--- config.mk ---
export PLATFORM = sky130hd
export DESIGN_NAME = lcd_frame_streamer
export DESIGN_NICKNAME = d
export VERILOG_FILES = /design/src/rtl/lcd_frame_streamer.sv
export SDC_FILE = /design/constraint.sdc
export NUM_CORES = 1
export LEC_CHECK = 0
export CAP_MARGIN = 30
export CORE_UTILIZATION = 45
export DETAILED_ROUTE_END_ITERATION = 10
export HOLD_SLACK_MARGIN = 0.03
export PLACE_DENSITY_LB_ADDON = 0.1
export SLEW_MARGIN = 40
export SYNTH_ARGS = -nofsm -noshare
export SYNTH_HDL_FRONTEND = slang
export SYNTH_SLANG_ARGS = --single-unit
--- constraint.sdc ---
create_clock -name clk_2 -period 19.3 [get_ports clk_2]
set_input_delay 3.86 -clock clk_2 [delete_from_list [all_inputs] [get_ports clk_2]]
set_output_delay 3.86 -clock clk_2 [all_outputs]
set_load 0.1 [all_outputs]
--- src/rtl/lcd_frame_streamer.sv ---
// Snapshots the processor lcd_* debug bus and streams one 2x16 ASCII frame
// per start pulse or refresh tick over a valid/ready character interface.
module lcd_frame_streamer #(
    parameter int NBITS          = 8,
    parameter int NREGS          = 32,
    parameter int REFRESH_CYCLES = 0,
    parameter int PAGE_W         = 3
) (
    input  logic              clk_2,
    input  logic              reset,
    input  logic              start,
    input  logic [PAGE_W-1:0] page,
    input  logic [NBITS-1:0]  lcd_pc,
    input  logic [31:0]       lcd_instruction,
    input  logic [NBITS-1:0]  lcd_SrcA,
    input  logic [NBITS-1:0]  lcd_SrcB,
    input  logic [NBITS-1:0]  lcd_ALUResult,
    input  logic [NBITS-1:0]  lcd_Result,
    input  logic [NBITS-1:0]  lcd_WriteData,
    input  logic [NBITS-1:0]  lcd_ReadData,
    input  logic              lcd_MemWrite,
    input  logic              lcd_Branch,
    input  logic              lcd_MemtoReg,
    input  logic              lcd_RegWrite,
    input  logic [NBITS-1:0]  lcd_registrador [0:NREGS-1],
    output logic              char_valid,
    input  logic              char_ready,
    output logic [7:0]        char_data,
    output logic              char_row,
    output logic [3:0]        char_col,
    output logic              busy,
    output logic              frame_done
);
    localparam int IW = (NREGS > 1) ? $clog2(NREGS) : 1;

    typedef enum logic {S_IDLE, S_EMIT} state_t;

    state_t            r_state, w_next;
    logic [31:0]       r_cnt;
    logic [NBITS-1:0]  r_pc, r_srca, r_srcb, r_alu, r_res, r_wd, r_rd;
    logic [31:0]       r_instr;
    logic [3:0]        r_flags;
    logic [NBITS-1:0]  r_regs [0:NREGS-1];
    logic [PAGE_W-1:0] r_page;
    logic              r_row;
    logic [3:0]        r_col;
    logic              r_done;

    logic       w_trigger, w_xfer, w_last, w_regview;
    logic [6:0] w_pg, w_base, w_ridx;
    logic [3:0] w_tens, w_ones, w_sh;
    logic [1:0] w_k;
    logic [7:0] w_rbyte, w_byte, w_lit;
    logic       w_hex, w_hi;
    logic [3:0] w_nib;

    function automatic logic [7:0] f_hex(input logic [3:0] n);
        return (n < 4'd10) ? (8'h30 + {4'h0, n}) : (8'h57 + {4'h0, n});
    endfunction

    assign w_trigger = (r_state == S_IDLE) &&
        (start || (REFRESH_CYCLES > 0 && r_cnt == 32'(REFRESH_CYCLES - 1)));
    assign w_xfer = (r_state == S_EMIT) && char_ready;
    assign w_last = w_xfer && r_row && (r_col == 4'd15);

    always_ff @(posedge clk_2) begin
        if (reset) r_state <= S_IDLE;
        else       r_state <= w_next;
    end

    always_comb begin
        w_next     = r_state;
        char_valid = 1'b0;
        busy       = 1'b0;
        case (r_state)
            S_IDLE: if (w_trigger) w_next = S_EMIT;
            S_EMIT: begin
                char_valid = 1'b1;
                busy       = 1'b1;
                if (w_last) w_next = S_IDLE;
            end
            default: w_next = S_IDLE;
        endcase
    end

    always_ff @(posedge clk_2) begin
        if (reset) begin
            r_cnt   <= '0;
            r_pc    <= '0;
            r_srca  <= '0;
            r_srcb  <= '0;
            r_alu   <= '0;
            r_res   <= '0;
            r_wd    <= '0;
            r_rd    <= '0;
            r_instr <= '0;
            r_flags <= '0;
            r_page  <= '0;
            r_row   <= 1'b0;
            r_col   <= 4'd0;
            r_done  <= 1'b0;
            for (int i = 0; i < NREGS; i++) r_regs[i] <= '0;
        end else begin
            r_done <= w_last;
            if (r_state == S_IDLE) begin
                r_cnt <= w_trigger ? 32'd0 : r_cnt + 32'd1;
                if (w_trigger) begin
                    r_pc    <= lcd_pc;
                    r_srca  <= lcd_SrcA;
                    r_srcb  <= lcd_SrcB;
                    r_alu   <= lcd_ALUResult;
                    r_res   <= lcd_Result;
                    r_wd    <= lcd_WriteData;
                    r_rd    <= lcd_ReadData;
                    r_instr <= lcd_instruction;
                    r_flags <= {lcd_MemWrite, lcd_Branch,
                                lcd_MemtoReg, lcd_RegWrite};
                    r_page  <= page;
                    r_row   <= 1'b0;
                    r_col   <= 4'd0;
                    for (int i = 0; i < NREGS; i++)
                        r_regs[i] <= lcd_registrador[i];
                end
            end
            // col wraps 15->0; after the last char both row and col are 0
            if (w_xfer) begin
                r_col <= r_col + 4'd1;
                if (r_col == 4'd15) r_row <= ~r_row;
            end
        end
    end

    assign w_regview = (r_page != '0) && (r_page <= PAGE_W'(NREGS / 8));
    assign w_pg      = 7'(r_page);
    assign w_base    = ((w_pg - 7'd1) << 3) + (r_row ? 7'd4 : 7'd0);
    assign w_tens    = 4'(w_base / 7'd10);
    assign w_ones    = 4'(w_base % 7'd10);
    assign w_k       = 2'((r_col - 4'd4) / 4'd3);
    assign w_ridx    = w_base + {5'd0, w_k};
    assign w_rbyte   = r_regs[w_ridx[IW-1:0]];
    assign w_sh      = 4'd10 - r_col;

    always_comb begin
        w_hex  = 1'b0;
        w_hi   = 1'b0;
        w_byte = 8'h00;
        w_lit  = 8'h20;
        if (w_regview) begin
            case (r_col)
                4'd0:  w_lit = "x";
                4'd1:  begin w_hex = 1'b1; w_byte = {4'h0, w_tens}; end
                4'd2:  begin w_hex = 1'b1; w_byte = {4'h0, w_ones}; end
                4'd4, 4'd7, 4'd10, 4'd13:
                       begin w_hex = 1'b1; w_hi = 1'b1; w_byte = w_rbyte; end
                4'd5, 4'd8, 4'd11, 4'd14:
                       begin w_hex = 1'b1; w_byte = w_rbyte; end
                default: w_lit = 8'h20;
            endcase
        end else if (!r_row) begin
            case (r_col)
                4'd0:  begin w_hex = 1'b1; w_hi = 1'b1; w_byte = r_pc; end
                4'd1:  begin w_hex = 1'b1; w_byte = r_pc; end
                4'd2, 4'd11: w_lit = 8'h20;
                4'd12: w_lit = r_flags[3] ? "W" : "-";
                4'd13: w_lit = r_flags[2] ? "B" : "-";
                4'd14: w_lit = r_flags[1] ? "M" : "-";
                4'd15: w_lit = r_flags[0] ? "R" : "-";
                default: begin
                    w_hex  = 1'b1;
                    w_byte = {4'h0, r_instr[{w_sh[2:0], 2'b00} +: 4]};
                end
            endcase
        end else begin
            case (r_col)
                4'd0:  begin w_hex = 1'b1; w_hi = 1'b1; w_byte = r_srca; end
                4'd1:  begin w_hex = 1'b1; w_byte = r_srca; end
                4'd2:  begin w_hex = 1'b1; w_hi = 1'b1; w_byte = r_srcb; end
                4'd3:  begin w_hex = 1'b1; w_byte = r_srcb; end
                4'd5:  begin w_hex = 1'b1; w_hi = 1'b1; w_byte = r_alu; end
                4'd6:  begin w_hex = 1'b1; w_byte = r_alu; end
                4'd8:  begin w_hex = 1'b1; w_hi = 1'b1; w_byte = r_res; end
                4'd9:  begin w_hex = 1'b1; w_byte = r_res; end
                4'd11: begin w_hex = 1'b1; w_hi = 1'b1; w_byte = r_wd; end
                4'd12: begin w_hex = 1'b1; w_byte = r_wd; end
                4'd14: begin w_hex = 1'b1; w_hi = 1'b1; w_byte = r_rd; end
                4'd15: begin w_hex = 1'b1; w_byte = r_rd; end
                default: w_lit = 8'h20;
            endcase
        end
    end

    assign w_nib      = w_hi ? w_byte[7:4] : w_byte[3:0];
    assign char_data  = (r_state == S_EMIT) ? (w_hex ? f_hex(w_nib) : w_lit) : 8'h00;
    assign char_row   = r_row;
    assign char_col   = r_col;
    assign frame_done = r_done;
endmodule

==> summary.md, run 1 <==
| Metric | Value |
|---|---|
| Run status | `finished, final reports clean` |
| Worst EP required | `roughly 15 ns` |
| Cell Area, Synth | `roughly 17000 µm²` |
| Worst slew pin tran | `0.830 ns` |
| Max Buffers Root-to-Sink | `3` |
| Post-cts resize count | `0` |
| Clock latency on the worst-skew pair | `approximately 0.54 ns` |
| Avg Inst Size Synth | `around 11 µm²` |
| Hold wc startpoint | `r_instr[26]` |
| Post-synth ARST share | `0%` |
| HP Class | `reg -> reg` |
| Vias in the first global route | `about 13000` |
| Initial core utilization | `around 46%` |
| Setup crit start | `char_col[2]` |
| Total track usage | `25.8%` |
| Cell family with most CP delay | `buffers and inverters` |
| DRC | `0` |
| Static leakage | `between 0.008 and 0.009 µW` |
| Crit path time final | `roughly 12 ns` |
| Register area share after synthesis | `56.0%` |
| GRT Residual Overflow | `0` |
| Critical path buffers and inverters | `8` |
| Wire length per cell | `around 21 µm` |
| Largest net degree at the start of global routing | `118` |
| Post CTS Setup Buffer Count | `0` |
| Final Max Tran Viols | `0` |
| Area grow syn2layout | `29.6%` |
| Final hold violations | `0` |
| Layout Nets | `~2200` |
| Critical path type | `reg -> out` |
| Critical path endpoint category | `output port` |
| CP arrival | `between 7 and 8 ns` |
| Setup-failing EPs final | `0` |
| Crit Path Max Fanout | `64` |
| Die area | `39400 µm²` |
| Antenna violations before repair | `1` |
| Most common cell after layout, fill and taps aside | `clkdlybuf4s50_1` |
| 1st-iter DRT viols | `about 1200` |
| Synthesis Warnings | `0` |
| Share of cells above drive strength 1 | `8.42%` |
| Post-route ant nets | `0` |
| Commonest non-fill, non-tap cells in the layout | `clkdlybuf4s50_1, edfxtp_1, nand2_1` |
| EDFF count, synth | `between 200 and 300` |
| Tot Pwr | `around 1900 µW` |
| Met2 usage | `between 40% and 50%` |
| Worst vdd ir | `between 40 and 50 µV` |
| Die H | `slightly below 200 µm` |
| #FFs+latches synth | `358` |
| Via count | `between 10000 and 15000` |
| Reg clk slew, reported paths | `roughly 0.06 ns` |
| Fmax | `between 80 and 90 MHz` |
| Row count | `71` |
| First-pass GRT wire length | `76100 µm` |
| Setup TNS | `0 ns` |
| Routed wire length | `between 50000 and 60000 µm` |
| Die X | `just under 200 µm` |
| Sink Count | `around 360` |
| Port Buffers | `369` |
| Post-synth net total | `1956` |
| Power per cell area | `82.5 nW/µm²` |
| GRT met3 Usage | `around 4.5%` |
| Clk root buf | `clkbuf_16` |
| CTS HTree Levels | `2` |
| M1 GR Usage | `35.4%` |
| Clock Skews | `between 0.02 and 0.025 ns` |
| CTS Buf Count | `40` |
| Hold Buf Count CTS | `0` |
| Worst path most repeated cell | `inv_1` |
| Reg2reg setup slack | `16.65 ns` |
| RSZ-0062 raised after global routing | `false` |
| Synthesized netlist cell count | `1584` |
| Placed cells | `about 2300` |
| Final period util | `between 60% and 70%` |
| Ys flop type | `edfxtp_1` |
| # Max-Cap Violations | `0` |
| Cells along the critical path | `inv_1 > ha_1 > nand2b_1 > xor2_1 > inv_1 > ha_1 > a21boi_4 > buf_4 > or4_4 > o311ai_4 > buf_4 > nand2_4 > buf_6 > mux4_2 > and4_1 > or4_4 > o32ai_2 > nor2_1 > inv_1 > ha_1 > inv_1 > a21o_1 > a311oi_2 > buf_2` |
| GPL Wtd Cong | `between 0.8 and 0.9` |
| Final Non-Filler Cells | `~2400` |
| Startpoint types | `flip-flop` |
| Core area | `approximately 38000 µm²` |
| Vias/cell | `around 5.7` |
| DRT Pass-1 Iters | `5` |
| IO Count | `roughly 370` |
| GR peak layer | `met2` |
| CTS tree | `done` |
| Crit path largest cell delay | `about 0.55 ns` |
| Synth cell types | `between 70 and 80` |
| Slew margin rel. | `between 40% and 50%` |
| Dpl hpwl | `~36000 µm` |
| Slowest stage cell, crit path | `xor2_1` |
| Reg2reg start | `r_state` |
[layer usage]
layer / share of wire (%) / wire length (µm) / vias to the layer above
li1: - / - / 6419
met1: 43 / 22100 / 6558
met2: 47 / 24500 / 575
met3: 7.3 / 3750 / 82
met4: 2.4 / 1260 / 0
met5: 0 / 0 / -
[worst reg2reg max path, stage by stage (launching register included)]
cell	delay [ns]
dfxtp_1	0.43
inv_1	0.27
nand2_4	0.10
nand2_4	0.11
buf_6	0.59
buf_6	0.73
[stage by stage]
step,setup slack (ns),area (µm²),utilization [%],hold slack (ns)
CTS,7.43,22500,59.4,0.455
detailed placement,8.02,21300,56.2,0.447
global route,7.18,22500,59.4,0.474
global placement,7.55,21300,56.4,0.439
finish,7.61,22500,59.4,0.451
floorplan,7.96,17400,-,0.433
[cells in the mapped netlist, types with 3 or more instances]
| library cell | number | area, µm² |
|---|---|---|
| a2111oi_0 | 10 | 87.6 |
| a211oi_1 | 26 | 195 |
| a21o_1 | 3 | 22.5 |
| a21oi_1 | 125 | 626 |
| a221oi_1 | 7 | 61.3 |
| a22o_1 | 6 | 52.6 |
| a22oi_1 | 25 | 188 |
| a311o_1 | 3 | 30.0 |
| a311oi_1 | 4 | 35.0 |
| a31o_2 | 3 | 26.3 |
| a31oi_1 | 15 | 93.8 |
| and2_1 | 3 | 18.8 |
| and3_1 | 167 | 1040 |
| buf_1 | 9 | 33.8 |
| buf_2 | 9 | 45.0 |
| buf_4 | 6 | 45.0 |
| clkbuf_1 | 119 | 447 |
| dfxtp_1 | 102 | 2040 |
| edfxtp_1 | 256 | 7690 |
| ha_1 | 17 | 213 |
| inv_1 | 15 | 56.3 |
| mux2_2 | 7 | 78.8 |
| mux2i_1 | 48 | 480 |
| mux4_2 | 34 | 766 |
| nand2_1 | 250 | 938 |
| nand2b_1 | 4 | 25.0 |
| nand3_1 | 18 | 90.1 |
| nand4_1 | 4 | 25.0 |
| nor2_1 | 27 | 101 |
| nor2b_1 | 119 | 744 |
| nor3_1 | 11 | 55.1 |
| nor4_1 | 7 | 43.8 |
| o211ai_1 | 8 | 60.1 |
| o21a_1 | 7 | 52.6 |
| o21ai_0 | 33 | 165 |
| o22ai_1 | 5 | 31.3 |
| o31ai_1 | 4 | 30.0 |
| o41ai_1 | 4 | 35.0 |
| or3_1 | 6 | 37.5 |
| xor2_1 | 4 | 35.0 |
[final timing paths]
check / end / cells past startpoint
worst max register to register: r_regs[14][7] / 5
worst min-delay path: r_instr[26] / 2
worst min register to register: r_instr[26] / 2
worst max-delay path: char_data[4] / 24
[registers in the layout (all words and copies together), names as in the netlist]
signal,flops
char_col,4
char_row,1
frame_done,1
r_alu,8
r_flags,4
r_instr,32
r_page,3
r_pc,8
r_rd,8
r_regs,256
r_res,8
r_srca,8
r_srcb,8
r_state,1
r_wd,8
[cell type report]
type	instances	area, µm²
Antenna cell	1	2.50
Sequential cell	358	9730
Fill cell	3163	15300
Timing Repair Buffer	389	3800
Tap cell	511	639
Multi-Input combinational cell	1067	7070
Clock buffer	53	1090
Clock inverter	18	103
Inverter	16	61.3
[cell families (layout without fill, tap and decap cells)]
group	count (synthesis)	in the layout	share of synthesized area, %
AOI/OAI and AO/OA	325	325	12.5
xor gates and xnor gates	6	6	0.303
DFF	358	358	56.0
adders and majority gates	17	17	1.23
muxes	90	90	7.70
buffers and inverters	159	476	3.63
and+or+nand+nor	628	628	18.6
other	1	2	0.0216
[report_power, final]
part	leakage, µW	internal [µW]	switching, µW	total [µW]
Combinational	0.00431	121	135	256
Sequential	0.00358	883	21.4	904
Clock	0.000587	397	299	697
Total	0.00848	1400	455	1860
(Power assumes the default switching activity.)
==> inputs of run 2 (changes only) <==
==> constraint.sdc (replaced) <==
create_clock -name clk_2 -period 10 [get_ports clk_2]
set_input_delay 2 -clock clk_2 [delete_from_list [all_inputs] [get_ports clk_2]]
set_output_delay 2 -clock clk_2 [all_outputs]
set_load 0.1 [all_outputs]
==> summary.md, run 2 (same netlist as run 1, synthesis figures left out) <==
| Metric | Value |
|---|---|
| Final period util | `~90%` |
| Wire length per cell | `21.4 µm (+0.27%)` |
| Post-route ant nets | `0 (unchanged)` |
| Dpl hpwl | `35600 µm (-0.70%)` |
| CTS HTree Levels | `2 (unchanged)` |
| Max Buffers Root-to-Sink | `3 (unchanged)` |
| Antenna violations before repair | `1 (unchanged)` |
| Largest net degree at the start of global routing | `244 (+110%)` |
| CTS tree | `done` |
| GPL Wtd Cong | `0.865 (-1.8%)` |
| Fmax | `110 MHz` |
| GRT Residual Overflow | `0 (unchanged)` |
| Placed cells | `2343 (+0.085%)` |
| Hold path depth | `2 (unchanged)` |
| Crit path largest cell delay | `0.57 ns (+0.02 ns)` |
| Setup TNS | `0 ns (unchanged)` |
| Layout Nets | `2245 (+0.045%)` |
| Final Non-Filler Cells | `2411 (-0.083%)` |
| Cells along the critical path | `inv_1 > ha_1 > nand2b_1 > xor2_1 > inv_1 > ha_1 > a21boi_4 > buf_4 > or4_4 > o311ai_4 > nand2_4 > buf_4 > a2111oi_0 > a211oi_1 > a22o_1 > or3_1 > o2bb2ai_1 > ha_1 > o2bb2ai_1 > a211oi_1 > buf_4` |
| Die H | `198 µm (unchanged)` |
| Reg clk slew, reported paths | `0.06 ns (about the same)` |
| Worst slew pin tran | `0.818 ns (-0.0121 ns)` |
| DRC | `0 (unchanged)` |
| # Max-Cap Violations | `0 (unchanged)` |
| Port Buffers | `369 (unchanged)` |
| Final hold violations | `0 (unchanged)` |
| Reg2reg end | `r_regs[2][1]` |
| Slowest stage cell, crit path | `xor2_1` |
| Die X | `198 µm (unchanged)` |
| Placed instance area | `21300 µm² (+0.26%)` |
| IO Count | `371 (unchanged)` |
| Biggest registers after layout | `r_regs (256), r_instr (32)` |
| Startpoint types | `flip-flop` |
| Setup-failing EPs final | `0 (unchanged)` |
| Hold Path Sink | `r_instr[18]` |
| Die area | `39400 µm² (unchanged)` |
| Vias in the first global route | `13184 (+0.30%)` |
| Worst R2R Path Depth | `5 (unchanged)` |
| Core area | `37800 µm² (unchanged)` |
| Area grow syn2layout | `29.9%` |
| Final Max Tran Viols | `0 (unchanged)` |
| Post-cts resize count | `0 (unchanged)` |
| Hold wc startpoint | `r_instr[18]` |
| CTS Buf Count | `38 (-5.0%)` |
| Static leakage | `0.00850 µW (+0.22%)` |
| Total track usage | `25.6% (-0.19 points)` |
| Top reg by flops | `r_regs` |
| Critical path type | `reg -> out` |
| Worst vdd ir | `128 µV (+190%)` |
| 1st-iter DRT viols | `1097 (-10%)` |
| HP Class | `reg -> reg` |
| Hold Buf Count CTS | `0 (unchanged)` |
| Via count | `13640 (+0.044%)` |
| Slew margin rel. | `45.5% (+2.2 points)` |
| Max reg flops | `256 (unchanged)` |
| RSZ-0062 raised after global routing | `false` |
| Crit path time final | `9.09 ns` |
| Row count | `71 (unchanged)` |
| Run status | `finished, final reports clean` |
| Power per cell area | `159 nW/µm² (+93%)` |
| Share of cells above drive strength 1 | `8.21% (-0.21 points)` |
| Clock Skews | `0.0137 ns (-0.00823 ns)` |
| Most common cell after layout, fill and taps aside | `clkdlybuf4s50_1` |
| Initial core utilization | `45.9% (unchanged)` |
| Number of diodes | `0 (-1)` |
| Post CTS Setup Buffer Count | `0 (unchanged)` |
| Clk root buf | `clkbuf_16` |
| Reg2reg start | `r_state` |
| Critical path endpoint category | `output port` |
| DRT Pass-1 Iters | `5 (unchanged)` |
| Fin util | `59.6% (+0.16 points)` |
| Sink Count | `358 (unchanged)` |
| Reg2reg setup slack | `7.22 ns (-9.43 ns)` |
| Routed wire length | `51600 µm (+0.19%)` |
| Worst EP required | `8.00 ns (-7.44 ns)` |
| CP arrival | `7.09 ns (-0.74 ns)` |
| Fin area | `22600 µm² (+0.27%)` |
| Clock latency on the worst-skew pair | `0.54 ns (about the same)` |
| First-pass GRT wire length | `75900 µm (-0.28%)` |
| Commonest non-fill, non-tap cells in the layout | `clkdlybuf4s50_1, edfxtp_1, nand2_1` |
| Crit Path Max Fanout | `36 (-44%)` |
| Vias/cell | `5.66 (+0.13%)` |
run 2: cell types whose count changed in the layout (fill, tap and decap cells not counted), sizes merged:
cell | before | now
buf | 35 | 38
clkinv | 16 | 13
bufinv | 0 | 1
clkbuf | 54 | 53
diode | 1 | 0
inv | 17 | 16
run 2: worst max path at each step:
stage	endpoint	start	cells past startpoint	slack, ns
floorplan	char_data[1]	char_col[2]	20	0.52
global placement	char_data[1]	char_col[2]	21	1.76
detailed placement	char_data[1]	char_col[2]	21	1.47
CTS	char_data[1]	char_col[2]	21	0.89
global route	char_data[1]	char_col[2]	21	0.47
finish	char_data[1]	char_col[2]	21	0.91
run 2: where the power goes:
group	switching (µW)	internal, µW
combinational	262	240
sequential	41.0	1700
clock	570	769
run 2: final cells by class:
class	count	area, µm²
clock inverter	15	121
inverter	16	61.3
fill	3140	15300
tap	511	639
timing repair buffer	392	3890
multi-input combinational	1067	7060
clock buffer	52	1060
sequential	358	9730
run 2: metrics by stage:
stage | hold WS, ns | setup slack (ns) | power, µW
after floorplan | 0.433 | 0.518 | 2040
after global placement | 0.439 | 1.76 | 2270
after detailed placement | 0.446 | 1.47 | 2270
after CTS | 0.453 | 0.894 | 3600
after global routing | 0.469 | 0.467 | 3700
final | 0.455 | 0.913 | 3590
run 2: worst max-delay path: cells and delay by family, from the launching register on:
family	cells	cell delay, ns
buffers and inverters	5	1.33
adders and majority gates	3	0.95
and+or+nand+nor	4	1.33
DFF	1	0.47
AOI/OAI and AO/OA	8	1.88
xor gates and xnor gates	1	0.57
run 2: per-layer routing:
layer | track usage, % | wire (µm)
met1 | 34.8 | 22000
met2 | 42.3 | 24900
met3 | 4.41 | 3690
met4 | 6.63 | 1110
met5 | 0 | 11
